`src/rtl/mem_stage.sv`:
```
// mem_stage: memory-access stage issuing scalar/vector loads and stores over one data port
module mem_stage #(
    parameter int V = 128,
    parameter int N = 32,
    parameter int M = 4
) (
    input  logic         clk,
    input  logic         rst,
    input  logic         regw_M,
    input  logic         memw_M,
    input  logic         regmem_M,
    input  logic         vec_M,
    input  logic [M-1:0] regScr_M,
    input  logic [N-1:0] ALUrslt_M,
    input  logic [N-1:0] address_M,
    input  logic [V-1:0] regrsltV_M,
    output logic [N-1:0] mem_addr,
    output logic [N-1:0] mem_wdata,
    output logic         mem_we,
    output logic         mem_re,
    input  logic [N-1:0] mem_rdata,
    input  logic         mem_ready,
    output logic         stall_M,
    output logic         regw_W,
    output logic         regmem_W,
    output logic         vec_W,
    output logic [M-1:0] regScr_W,
    output logic [N-1:0] ALUrslt_W,
    output logic [N-1:0] rdata_W,
    output logic [V-1:0] rdataV_W
);
    localparam int L  = V / N;
    localparam int CW = (L > 1) ? $clog2(L) : 1;

    typedef enum logic {IDLE, BUSY} state_t;

    state_t          state, state_nx;
    logic [CW-1:0]   cnt;
    logic [CW-1:0]   lane;
    logic            op, last, fin;
    logic [V-1:0]    vbuf, merged;

    assign op   = memw_M | regmem_M;
    assign lane = (vec_M && state == BUSY) ? cnt : '0;
    assign last = vec_M ? (cnt == CW'(L - 1)) : (cnt == '0);
    assign fin  = last & mem_ready;

    // Beat 0 is presented straight from the M inputs; later beats step 4 bytes per lane
    assign mem_addr  = (address_M & ~N'(3)) + (N'(lane) << 2);
    assign mem_wdata = vec_M ? regrsltV_M[N*lane +: N] : ALUrslt_M;

    // State register
    always_ff @(posedge clk)
        state <= rst ? IDLE : state_nx;

    // Next state: stay busy until the last beat is accepted
    always_comb
        state_nx = (state == IDLE) ? ((op && !fin) ? BUSY : IDLE)
                                   : ((!op || fin) ? IDLE : BUSY);

    // Memory requests and stall, all silenced while in reset
    always_comb begin
        mem_we  = !rst && memw_M;
        mem_re  = !rst && op && !memw_M;
        stall_M = !rst && op && !fin;
    end

    // Beat counter advances on each accepted non-final beat
    always_ff @(posedge clk)
        cnt <= (rst || !op || fin) ? '0 : (mem_ready ? cnt + 1'b1 : cnt);

    // Load buffer with the beat completing this cycle merged into its lane
    always_comb begin
        merged = vbuf;
        if (mem_re && mem_ready) merged[N*lane +: N] = mem_rdata;
    end

    // Load buffer register
    always_ff @(posedge clk)
        vbuf <= rst ? '0 : merged;

    // Write-back register: bubble the write enables while stalled, hold the rest
    always_ff @(posedge clk)
        if (rst) begin
            regw_W    <= 1'b0;
            regmem_W  <= 1'b0;
            vec_W     <= 1'b0;
            regScr_W  <= '0;
            ALUrslt_W <= '0;
            rdata_W   <= '0;
            rdataV_W  <= '0;
        end else if (stall_M) begin
            regw_W    <= 1'b0;
            regmem_W  <= 1'b0;
        end else begin
            regw_W    <= regw_M;
            regmem_W  <= regmem_M;
            vec_W     <= vec_M;
            regScr_W  <= regScr_M;
            ALUrslt_W <= ALUrslt_M;
            rdata_W   <= merged[N-1:0];
            rdataV_W  <= merged;
        end
endmodule
```
`config.mk`:
```
export PLATFORM = sky130hd
export DESIGN_NAME = mem_stage
export DESIGN_NICKNAME = d
export VERILOG_FILES = /design/src/rtl/mem_stage.sv
export SDC_FILE = /design/constraint.sdc
export NUM_CORES = 1
export LEC_CHECK = 0
export BUFFER_PORTS_ARGS = -buffer_cell sky130_fd_sc_hd__buf_2
export CAP_MARGIN = 20
export CORE_AREA = 10 10 185 187
export CTS_CLUSTER_DIAMETER = 150
export CTS_CLUSTER_SIZE = 10
export DETAILED_ROUTE_END_ITERATION = 8
export DIE_AREA = 0 0 195 197
export GPL_ROUTABILITY_DRIVEN = 0
export PLACE_DENSITY = 0.68
export SKIP_LAST_GASP = 1
export SLEW_MARGIN = 15
export SYNTH_ARGS = -nofsm -noshare
export SYNTH_HDL_FRONTEND = slang
export SYNTH_SLANG_ARGS = --single-unit
```
`constraint.sdc`:
```
create_clock -name clk -period 4.5 [get_ports clk]
set_input_delay 0.9 -clock clk [delete_from_list [all_inputs] [get_ports clk]]
set_output_delay 0.9 -clock clk [all_outputs]
set_load 0.02 [all_outputs]
```
After elaboration in Yosys (flattened, before gate mapping)
Cells that the tools add are included.

cells by class
  equal/unequal tests = 1
  add/subtract/negate cells = 3
  reduce and logical (&&, ||, !) cells = 16
  shifts and indexed selects = 3
  multiplexer cells = 8
  bitwise operators = 2

operators by type and width
  operator                                                  count
  bitwise mux 128 bit                                       1
  two-way mux 128 bit                                       1
  variable shift 32 x 34 -> 128 bit (first input constant)  1
  indexed part select 128 x 8 -> 32 bit                     1
  indexed part select 32 x 34 -> 128 bit                    1
  negation 7 -> 34 bit                                      1
  adder 32 x 4 -> 32 bit                                    1
  two-way mux 32 bit                                        1
  logical AND 1 bit                                         7
  logical NOT 1 bit                                         4
  two-way mux 1 bit                                         4
  logical OR 1 bit                                          3
  adder 2 x 1 -> 2 bit (second input constant)              1
  equality test 2 bit (second input constant)               1
  logical NOT 2 bit                                         1
  two-way mux 2 bit                                         1
  OR reduction 2 bit                                        1
  bitwise AND 1 bit                                         1
  OR 1 bit                                                  1

storage, ports and cells
  word-level logic and storage cells = 43
  register bits after elaboration = 330
  output and inout bits = 266

Depth between registers and ports, before layout
  word-level depth = 7
  gate-level depth with buffers = 12
  gate-level depth less buffers = 8

Least setup slack after synthesis
Ideal clock, no wire load.

  kind = in2out
  from = in vec_M
  to = out mem_addr[30]
  stages on the path = 11
  setup slack = 0.545 ns
  arrival = 3.055 ns
  path through = and3_1 > inv_1 > clkbuf_1 > buf_2 > xnor2_1 > ha_1 > a41o_1 > clkbuf_1 > nor3b_1 > nand4b_1 > xnor2_1

between the ends
  longest elaborated chain between the ends = 3

ends and longest elaborated chain
  what                    RTL line  source
  start, declared         12        input logic vec_M,
  logical AND 1 bit       44        assign lane = (vec_M && state == BUSY) ? cnt : '0;
  two-way mux 2 bit       44
  adder 32 x 4 -> 32 bit  49        assign mem_addr = (address_M & ~N'(3)) + (N'(lane) << 2);
  end, declared           17        output logic [N-1:0] mem_addr,

No other way between the ends.

Worst setup path after layout
  from = in vec_M
  to = out mem_addr[28]

Same word-level chain as after synthesis.

==> impl_metrics.env <==
export IMPL_gr_total_overflow=0
export IMPL_slowest_stage="nor3b_1"
export IMPL_dieHeight_um=197
export IMPL_cp_required_ns=3.60
export IMPL_crit_type="in -> out"
export IMPL_nets=2166
export IMPL_status="complete, no violations"
export IMPL_synth_top_family_by_area="simple AND/OR/NAND/NOR gates"
export IMPL_maxSlewViolCount=0
export IMPL_yosysTopAreaCellShare=0.4474
export IMPL_grt_pass1_vias=12180
export IMPL_drt_iter0_markers=1029
export IMPL_critPathMostFrequentCell="buf_2"
export IMPL_core_area_mm2=0.03043
export IMPL_drive_above_1_share=0.3124
export IMPL_grt_use_total=0.2532
export IMPL_path_buf_inv=3
export IMPL_drv_cap=0
export IMPL_arrival_ns=3.14
export IMPL_hold_path_class="reg -> reg"
export IMPL_die_area_mm2=0.03842
export IMPL_synth_area_leader_cell="dfxtp_1"
export IMPL_place_area_mm2=0.01567
export IMPL_ios=501
export IMPL_wirelength_um=52390
export IMPL_cts_tree="built"
export IMPL_drcViolationCount=0
export IMPL_syn_inst=1540
export IMPL_htree_num_levels=2
export IMPL_power_per_cell_area_mw_per_mm2=371.6
export IMPL_synth_area_mux_share=0.1007
export IMPL_grt_pass1_wl_um=76530
export IMPL_synthArstFlopShare=0
export IMPL_hold_violations=0
export IMPL_die_x_um=195
export IMPL_synthTopCellsByArea="dfxtp_1 45%, a211oi_1 9.0%, nor2_1 7.6%"
export IMPL_synth_area_per_cell_um2=8.658
export IMPL_grt_setup_unrepaired="no"
export IMPL_max_stage_delay_ns=0.50
export IMPL_cts_resized=0
export IMPL_finalClockSkew_ns=0.02365
export IMPL_synth_simple_gate_area_frac=0.2178
export IMPL_worst_pin_slew_ns=1.063
export IMPL_setup_viol=0
export IMPL_antenna_found_initial=15
export IMPL_final_fill_count=2861
export IMPL_fin_tns_setup_ns=0
export IMPL_wire_per_inst_um=22.50
export IMPL_critPathLaunchType="input port"
export IMPL_via_count=12730
export IMPL_grt_max_degree=243
export IMPL_syn2layout_area_growth_pct=24.87
export IMPL_p_leak_nw=7.812
export IMPL_synth_xor_area_frac=0.01971
export IMPL_synth_adder_area_share=0.005631
export IMPL_drt_first_pass_iters=5
export IMPL_synth_edf_count=0
export IMPL_cts_sinks=298
export IMPL_cp_end_kind="primary output"
export IMPL_io_buffers=496
export IMPL_synth_compound_area_frac=0.1396
export IMPL_start_util=0.4382
export IMPL_mostFrequentLayoutCells="495 x buf_2, 298 x dfxtp_1, 268 x nor2_1, 160 x a211oi_1, 151 x nand2_1"
export IMPL_via_per_inst=5.465
export IMPL_crit_family="buffers and inverters"
export IMPL_layout_commonest_cell="buf_2"
export IMPL_relSlewSlack=0.2912
export IMPL_max_freq_mhz=247.7
export IMPL_clk_pin_slew_ns=0.06
export IMPL_period_needed_ns=4.037
export IMPL_postRouteAntennaNets=0
export IMPL_hold_buffers=0
export IMPL_cp_max_fo=34
export IMPL_clockBufferDepth=3
export IMPL_detailed_place_hpwl_um=39290
export IMPL_finalCritPeriodShare=0.8972
export IMPL_synth_flop_cell="dfxtp_1"
export IMPL_cts_root_buffer="clkbuf_16"
export IMPL_clock_latency_ns=0.52
export IMPL_numCtsBuffers=35
export IMPL_fp_row_count=64
export IMPL_yosys_warnings=0
export IMPL_yosysSeqAreaShare=0.4474
export IMPL_post_cts_setup_buffer_count=0
export IMPL_path_cells="buf_2 -> buf_4 -> a41o_1 -> nor3b_1 -> nand4_1 -> xnor2_1 -> buf_2"
export IMPL_synth_seq_cells=298
export IMPL_netlist_area_mm2=0.01333
export IMPL_final_area_mm2=0.01665
export IMPL_vdd_drop_max_uv=368.9
export IMPL_synth_cell_types=42
## registers in the layout (all words and copies together), names as in the netlist
signal,count
vbuf,128
regw_W,1
regmem_W,1
rdata_W,31
cnt,2
state,1
rdataV_W,97
regScr_W,4
vec_W,1
ALUrslt_W,32
## synthesized netlist by cell type, drive strengths merged, types with 2 or more instances
| cell | n |
|---|---|
| inv | 6 |
| ha | 6 |
| nor3b | 2 |
| nand4b | 2 |
| mux2 | 33 |
| a211oi | 160 |
| dfxtp | 298 |
| and2 | 64 |
| a31oi | 32 |
| a21oi | 37 |
| buf | 81 |
| nor3 | 3 |
| xnor2 | 25 |
| nor4 | 4 |
| nand2 | 152 |
| mux2i | 97 |
| nor2b | 2 |
| nor2 | 269 |
| a21boi | 32 |
| xor2 | 5 |
| nand4 | 45 |
| and3 | 73 |
| nand3 | 10 |
| clkbuf | 91 |
## layout make-up
class | count | area [um^2] | area share
timing repair buffer | 519 | 2728 | 0.1638
clock inverter | 3 | 55.05 | 0.003307
sequential | 298 | 5966 | 0.3583
clock buffer | 36 | 889.6 | 0.05343
inverter | 7 | 26.28 | 0.001578
tap | 396 | 495.5 | 0.02976
multi-input combinational | 1064 | 6474 | 0.3888
antenna | 6 | 15.01 | 0.0009018
## tightest hold or removal path: stages, from the launching register on
cell and delay, ns:
dfxtp_1 0.30, nand2_1 0.05, a21oi_1 0.05
## stage by stage
stage                     instances  utilization  power, W  hold WS (ns)  setup slack, ns
final                          2329       0.5471  0.006187        0.4451           0.4627
after global routing           2329       0.5471  0.006409        0.4699           0.2989
after CTS                      2322       0.5460  0.006233        0.4486           0.5233
after detailed placement       2283       0.5149  0.003791        0.4408           0.5349
after global placement         2283       0.5149  0.003777        0.4368           0.5734
after floorplan                1541            -  0.003396        0.4564           0.5452
## per-layer routing
layer / GRT usage / wire length [um]
met1: 0.3091 / 20780
met2: 0.4261 / 25280
met3: 0.06857 / 5007
met4: 0.07890 / 1321
met5: 0 / 0
## cell families after synthesis
| group | count (synthesis) |
|---|---|
| buf+inv | 179 |
| flops | 298 |
| compound gates | 265 |
| fa+ha+maj | 6 |
| xor+xnor | 30 |
| mux | 130 |
| other cells | 1 |
| simple gates | 631 |
## power by group
group	switching (W)	internal [W]	total, W
combinational	0.000621	0.000321	0.000942
sequential	0.0000564	0.00274	0.00279
clock	0.00104	0.00141	0.00245
total	0.00172	0.00447	0.00619
## path summary, 6_finish.rpt
path                 start             to  slack (ns)  depth (start not counted)
max                  vec_M   mem_addr[28]        0.46                          7
min reg2reg  ALUrslt_W[23]  ALUrslt_W[23]        0.45                          2
min          ALUrslt_W[23]  ALUrslt_W[23]        0.45                          2
max reg2reg         cnt[0]   rdataV_W[54]        1.34                          8
Power figures use the tool's default switching activity.
